$ cat src/rtl/first_nios2_system_sysid_timeout_ctr.sv
// Stall-cycle counter for one sysid read attempt.
// Flags expiry on the TIMEOUT_CYCLES-th consecutive stalled cycle.
module first_nios2_system_sysid_timeout_ctr #(
    parameter int unsigned TIMEOUT_CYCLES = 255
) (
    input  logic clock,
    input  logic reset,
    input  logic clear,
    input  logic enable,
    output logic expired
);

    localparam logic [7:0] LAST = 8'(TIMEOUT_CYCLES - 1);

    logic [7:0] count_q;

    // Count stalled cycles; restart on clear
    always_ff @(posedge clock) begin
        if (reset || clear) begin
            count_q <= '0;
        end else if (enable) begin
            count_q <= count_q + 8'd1;
        end
    end

    assign expired = enable && (count_q == LAST);

endmodule

$ cat config.mk
export PLATFORM = sky130hd
export DESIGN_NAME = first_nios2_system_sysid_timeout_ctr
export DESIGN_NICKNAME = d
export VERILOG_FILES = /design/src/rtl/first_nios2_system_sysid_timeout_ctr.sv
export SDC_FILE = /design/constraint.sdc
export NUM_CORES = 1
export LEC_CHECK = 0
export ABC_AREA = 0
export BUFFER_PORTS_ARGS = -buffer_cell sky130_fd_sc_hd__buf_2
export CORE_AREA = 2 2 39 41
export CTS_CLUSTER_DIAMETER = 40
export DETAILED_ROUTE_END_ITERATION = 7
export DIE_AREA = 0 0 41 43
export PLACE_DENSITY = 0.56
export SYNTH_ARGS = -nofsm -noshare
export SYNTH_HDL_FRONTEND = slang
export SYNTH_SLANG_ARGS = --single-unit
$ cat constraint.sdc
create_clock -name clock -period 1.1 [get_ports clock]
set_input_delay 0.11 -clock clock [delete_from_list [all_inputs] [get_ports clock]]
set_output_delay 0.11 -clock clock [all_outputs]
set_load 0.01 [all_outputs]
==> impl_results.md, run 1 <==
- Status: finished with violations
- Failing checks: setup timing
- Post-Route WL: 715 um
- Flops & latches, synth: 8
- Critical path launch point type: register
- CTS buffer count: 3
- Fmax: 0.834 GHz
- Initial DRC Count: 7
- Ports: 5
- Sink Count: 8
- Antenna cells: 0
- Max reg flops: 8
- Routed Antenna Nets: 0
- Commonest non-fill, non-tap cell in the layout: buf_4
- Max VDD drop: 0.478 mV
- PnR worst setup slack: -0.0985 ns
- Largest Register: count_q
- Synthesized cell area: 369 sq um
- RSZ-0062 raised after global routing: true
- Clk_lat worst skew: 0.25 ns
- Final critical-path required period: 1.20 ns
- Critical Path AT: 1.09 ns
- Type of the worst setup path: reg -> out
- DRC violations left: 0
- Final slew viol count: 0
- Fin. Hold Viols: 0
- GPL Wtd Cong: 0.714
- DIE AREA: 1760 sq um
- Commonest cells after routing, fill and taps aside: buf_4 (8), nor2_1 (6), dfxtp_2 (5)
- Die width: 41 um
- Htree depth: 1
- Biggest regs: count_q x8
- CTS root buffer: clkbuf_4
- Max FO, Critical Path: 4
- Average size of a mapped cell: 8.79 sq um
- Filler cells: 148
- Wire per inst: 9.93 um
- Gr ovfl total: 0
- Hpwl dp: 512 um
- Fin Setup TNS: -0.274 ns
- Die height: 43 um
- Bufs on Longest Clock Path: 2
- Core Rows: 14
- Fraction of layout cells with a size suffix above 1: 0.464
- Initial Util: 0.267
- Reg clk slew, reported paths: 0.05 ns
- Setup Skew: 0.00375 ns
- Slew @ Worst Pin: 0.174 ns
- Seq/Total Area, Yosys: 0.434
- Static Leak: 0.000202 uW
- Worst slew margin: 0.884
- Layout net count: 64
- DR pass1 iterations: 4
- DR vias: 342
- Hold slack: 0.157 ns
- Pin count of the biggest net entering global routing: 9
- Number of global-route vias before repair: 312
- MaxCap Viol Count: 0
- Endpoints failing setup: 6
- Count of cell types in the netlist: 17
- CTS tree: built
- Core ar.: 1380 sq um
- Syn nets: 48
- Crit. End Element: primary output
- Initial antenna violation count: 0
- Mapped Cells: 42
- Area Overhead vs Synth: 39.0%
- All-Layer GR Usage: 0.104
- Worst hold path class: in -> reg
- Power per cell area: 1090 nW/um^2
- Vias per inst: 4.75
- Post-Place Worst Slack: -0.0210 ns
- # hold bufs at CTS: 0
- Syn. warnings: 0
- Worst EP required: 0.99 ns
- Count of buffers from port buffering: 4
- Fin crit share: 1.09
- Wire length of the first global-routing pass: 1190 um
-- what timing repair did --
item                                    CTS  global route
pin swaps                                 7             1
buffers inserted                          2             0
endpoints found under the hold margin     0             0
endpoints found under the setup margin    2             6
resized for setup                         7             0
-- critical path: stages (launching register included) --
cell     delay (ns)
dfxtp_2        0.34
nand4_1        0.12
buf_4          0.16
nor2_1         0.08
buf_2          0.13
-- stage by stage --
| stage | instance area (sq um) | utilization | power [uW] | cells |
|---|---|---|---|---|
| 2_1_floorplan | 374 | - | 324 | 42 |
| 3_3_place_gp | 455 | 0.329 | 335 | 67 |
| 3_5_place_dp | 455 | 0.329 | 336 | 67 |
| 4_1_cts | 513 | 0.371 | 568 | 72 |
| 5_1_grt | 513 | 0.371 | 585 | 72 |
| 6_report | 513 | 0.371 | 560 | 72 |
-- layout make-up --
cell class              instances  area (sq um)  area share
multi-input cells              31           209       0.407
flip-flops and latches          8           166       0.324
repair buffers                 13          91.3       0.178
clock buffers                   3          22.5      0.0439
well taps                      16          20.0      0.0390
inverters                       1          3.75     0.00732
-- logic make-up after synthesis --
logic type,Yosys count,synth area share
simple gates,18,0.261
fa+ha+maj,2,0.0678
compound gates,7,0.102
buf+inv,3,0.0407
xor+xnor,4,0.0949
flops,8,0.434
-- final timing paths --
check | slack [ns] | endpoint | startpoint | cells past startpoint
setup / recovery | -0.1 | expired | count_q[5] | 4
hold / removal | 0.16 | count_q[1] | enable | 2
setup reg to reg | -0.08 | count_q[6] | count_q[1] | 5
hold reg to reg | 0.49 | count_q[6] | count_q[6] | 2
-- report_power, final --
part | switching (uW) | internal, uW
registers | 3.62 | 294
clock network | 99.8 | 125
logic | 18.0 | 19.3
total | 121 | 438
-- per-layer routing --
layer | track usage | vias to the layer above | part of all wire
li1 | - | 174 | -
met1 | 0.106 | 160 | 0.48
met2 | 0.156 | 6 | 0.45
met3 | 0.0628 | 2 | 0.060
met4 | 0.0600 | 0 | 0.017
met5 | 0 | - | 0
-- Yosys cell counts --
master	n	area share
dfxtp_1	8	0.43
nor2_1	6	0.061
a21oi_1	3	0.041
nand4_1	3	0.051
o21ai_0	3	0.041
or3_1	3	0.051
xor2_1	3	0.071
ha_1	2	0.068
nand2_1	2	0.020
nand3_1	2	0.027
a211oi_1	1	0.020
buf_4	1	0.020
clkbuf_1	1	0.010
inv_1	1	0.010
nand4_2	1	0.034
or2_2	1	0.017
xnor2_1	1	0.024
Power figures use the tool's default switching activity.
==> inputs of run 2 (changes only) <==
--- a/config.mk
+++ b/config.mk
@@ -12,6 +12,7 @@
 export DETAILED_ROUTE_END_ITERATION = 7
 export DIE_AREA = 0 0 41 43
 export PLACE_DENSITY = 0.56
+export SKIP_LAST_GASP = 1
 export SYNTH_ARGS = -nofsm -noshare
 export SYNTH_HDL_FRONTEND = slang
 export SYNTH_SLANG_ARGS = --single-unit
==> impl_results.md, run 2 (same netlist as run 1, synthesis figures left out) <==
- Status: finished with violations (unchanged)
- Failing checks: setup timing (unchanged)
- DR pass1 iterations: 4 (unchanged)
- Fraction of layout cells with a size suffix above 1: 0.464 (unchanged)
- RSZ-0062 raised after global routing: true (unchanged)
- Initial DRC Count: 7 (unchanged)
- Antenna cells: 0 (unchanged)
- Worst hold path class: in -> reg (unchanged)
- CTS tree: built (unchanged)
- CTS root buffer: clkbuf_4 (unchanged)
- Worst EP required: 0.99 ns (about the same)
- Vias per inst: 4.75 (unchanged)
- Launch point of the worst path: count_q[5] (unchanged)
- Placed Area: 455 sq um (unchanged)
- Die width: 41 um (unchanged)
- Biggest regs: count_q x8 (unchanged)
- Wire per inst: 9.93 um (unchanged)
- Critical path cell sequence: nand4_1 > buf_4 > nor2_1 > buf_2 (unchanged)
- Max reg flops: 8 (unchanged)
- Fin. Hold Viols: 0 (unchanged)
- Worst R2R Start: count_q[1] (unchanged)
- Reg clk slew, reported paths: 0.05 ns (about the same)
- Pin count of the biggest net entering global routing: 9 (unchanged)
- Filler cells: 148 (unchanged)
- Die height: 43 um (unchanged)
- Reg-to-reg slack, setup: -0.08 ns (about the same)
- Count of buffers from port buffering: 4 (unchanged)
- Core ar.: 1380 sq um (unchanged)
- Critical path launch point type: register (unchanged)
- # hold bufs at CTS: 0 (unchanged)
- Clk_lat worst skew: 0.25 ns (about the same)
- MaxCap Viol Count: 0 (unchanged)
- Initial Util: 0.267 (unchanged)
- Wire length of the first global-routing pass: 1200 um (was 1190 um)
- Type of the worst setup path: reg -> out (unchanged)
- Commonest cells after routing, fill and taps aside: buf_4 (8), nor2_1 (6), dfxtp_2 (5) (unchanged)
- Commonest non-fill, non-tap cell in the layout: buf_4 (unchanged)
- Worst slew margin: 0.884 (unchanged)
- Worst reg2reg endpoint: count_q[6] (unchanged)
- Crit. End Element: primary output (unchanged)
- Slew @ Worst Pin: 0.174 ns (unchanged)
- Critical Path AT: 1.09 ns (about the same)
- DR vias: 342 (unchanged)
- Cell area after layout: 513 sq um (unchanged)
- Ports: 5 (unchanged)
- Slowest cell on the critical path: dfxtp_2 (unchanged)
- Largest Register: count_q (unchanged)
- Layout net count: 64 (unchanged)
- Post-Place Worst Slack: -0.0210 ns (unchanged)
- Final core occ: 0.371 (unchanged)
- Worst-case reg-to-reg path depth: 5 (unchanged)
- Final slew viol count: 0 (unchanged)
- PnR worst setup slack: -0.0985 ns (unchanged)
- DIE AREA: 1760 sq um (unchanged)
- GPL Wtd Cong: 0.714 (unchanged)
- Fmax: 0.834 GHz (unchanged)
- Htree depth: 1 (unchanged)
- Max FO, Critical Path: 4 (unchanged)
- End of the critical path: expired (unchanged)
- Endpoints failing setup: 6 (unchanged)
- Bufs on Longest Clock Path: 2 (unchanged)
- Sink Count: 8 (unchanged)
- All-Layer GR Usage: 0.105 (was 0.104)
- CTS buffer count: 3 (unchanged)
- Hold slack: 0.157 ns (unchanged)
- Post-Route WL: 715 um (unchanged)
- Fin crit share: 1.09 (unchanged)
- Max incr delay on CP: 0.34 ns (about the same)
- Area Overhead vs Synth: 39.0% (unchanged)
- Routed Antenna Nets: 0 (unchanged)
- Initial antenna violation count: 0 (unchanged)
- Number of global-route vias before repair: 310 (was 312)
- Setup Skew: 0.00375 ns (unchanged)
- DRC violations left: 0 (unchanged)
- Max VDD drop: 0.478 mV (unchanged)
- Final critical-path required period: 1.20 ns (unchanged)
- Static Leak: 0.000202 uW (unchanged)
- Power per cell area: 1090 nW/um^2 (unchanged)
- Hpwl dp: 512 um (unchanged)
- Core Rows: 14 (unchanged)
- Gr ovfl total: 0 (unchanged)
-- run 2: cell counts in the layout (fill, tap and decap cells not counted) --
No cell type changed its count.
-- run 2: timing repair --
item / in CTS / in global routing
setup endpoints to repair: 2 / 6
pin swaps: 4 / 4
buffers inserted: 2 / 0
resized for setup: 7 / 0
-- run 2: worst min-delay path by stage --
stage	from	cells past startpoint	to	slack, ns
2_1_floorplan	enable	2	count_q[1]	0.34
3_3_place_gp	enable	2	count_q[1]	0.42
3_5_place_dp	enable	2	count_q[1]	0.42
4_1_cts	enable	2	count_q[1]	0.15
5_1_grt	enable	2	count_q[1]	0.18
6_report	enable	2	count_q[1]	0.16
-- run 2: where the power goes --
group / internal [uW] / switching [uW]
registers: 294 / 3.62
clock network: 125 / 99.8
logic: 19.3 / 18.0
total: 438 / 121
-- run 2: cell type report --
class                      instances  area [sq um]  area share
tap                               16          20.0      0.0390
sequential                         8           166       0.324
multi-input combinational         31           209       0.407
inverter                           1          3.75     0.00732
timing repair buffer              13          91.3       0.178
clock buffer                       3          22.5      0.0439
-- run 2: critical path, delay by kind of cell, from the launching register on --
family        cells  cell delay, ns
simple gates      2            0.20
flops             1            0.34
buf+inv           2            0.29
-- run 2: through the flow --
stage | TNS (ns) | power [uW] | std cells
after floorplan | 0 | 324 | 42
after global placement | 0 | 335 | 67
after detailed placement | -0.0210 | 336 | 67
after CTS | -0.325 | 568 | 72
after global routing | -0.739 | 585 | 72
final | -0.274 | 560 | 72
-- run 2: layer usage --
metal | global-route usage | vias up | routed length (um)
met4 | 0.0600 | 0 | 12
met5 | 0 | - | 0
li1 | - | 174 | -
met3 | 0.0628 | 2 | 43
met1 | 0.112 | 160 | 340
met2 | 0.153 | 6 | 319
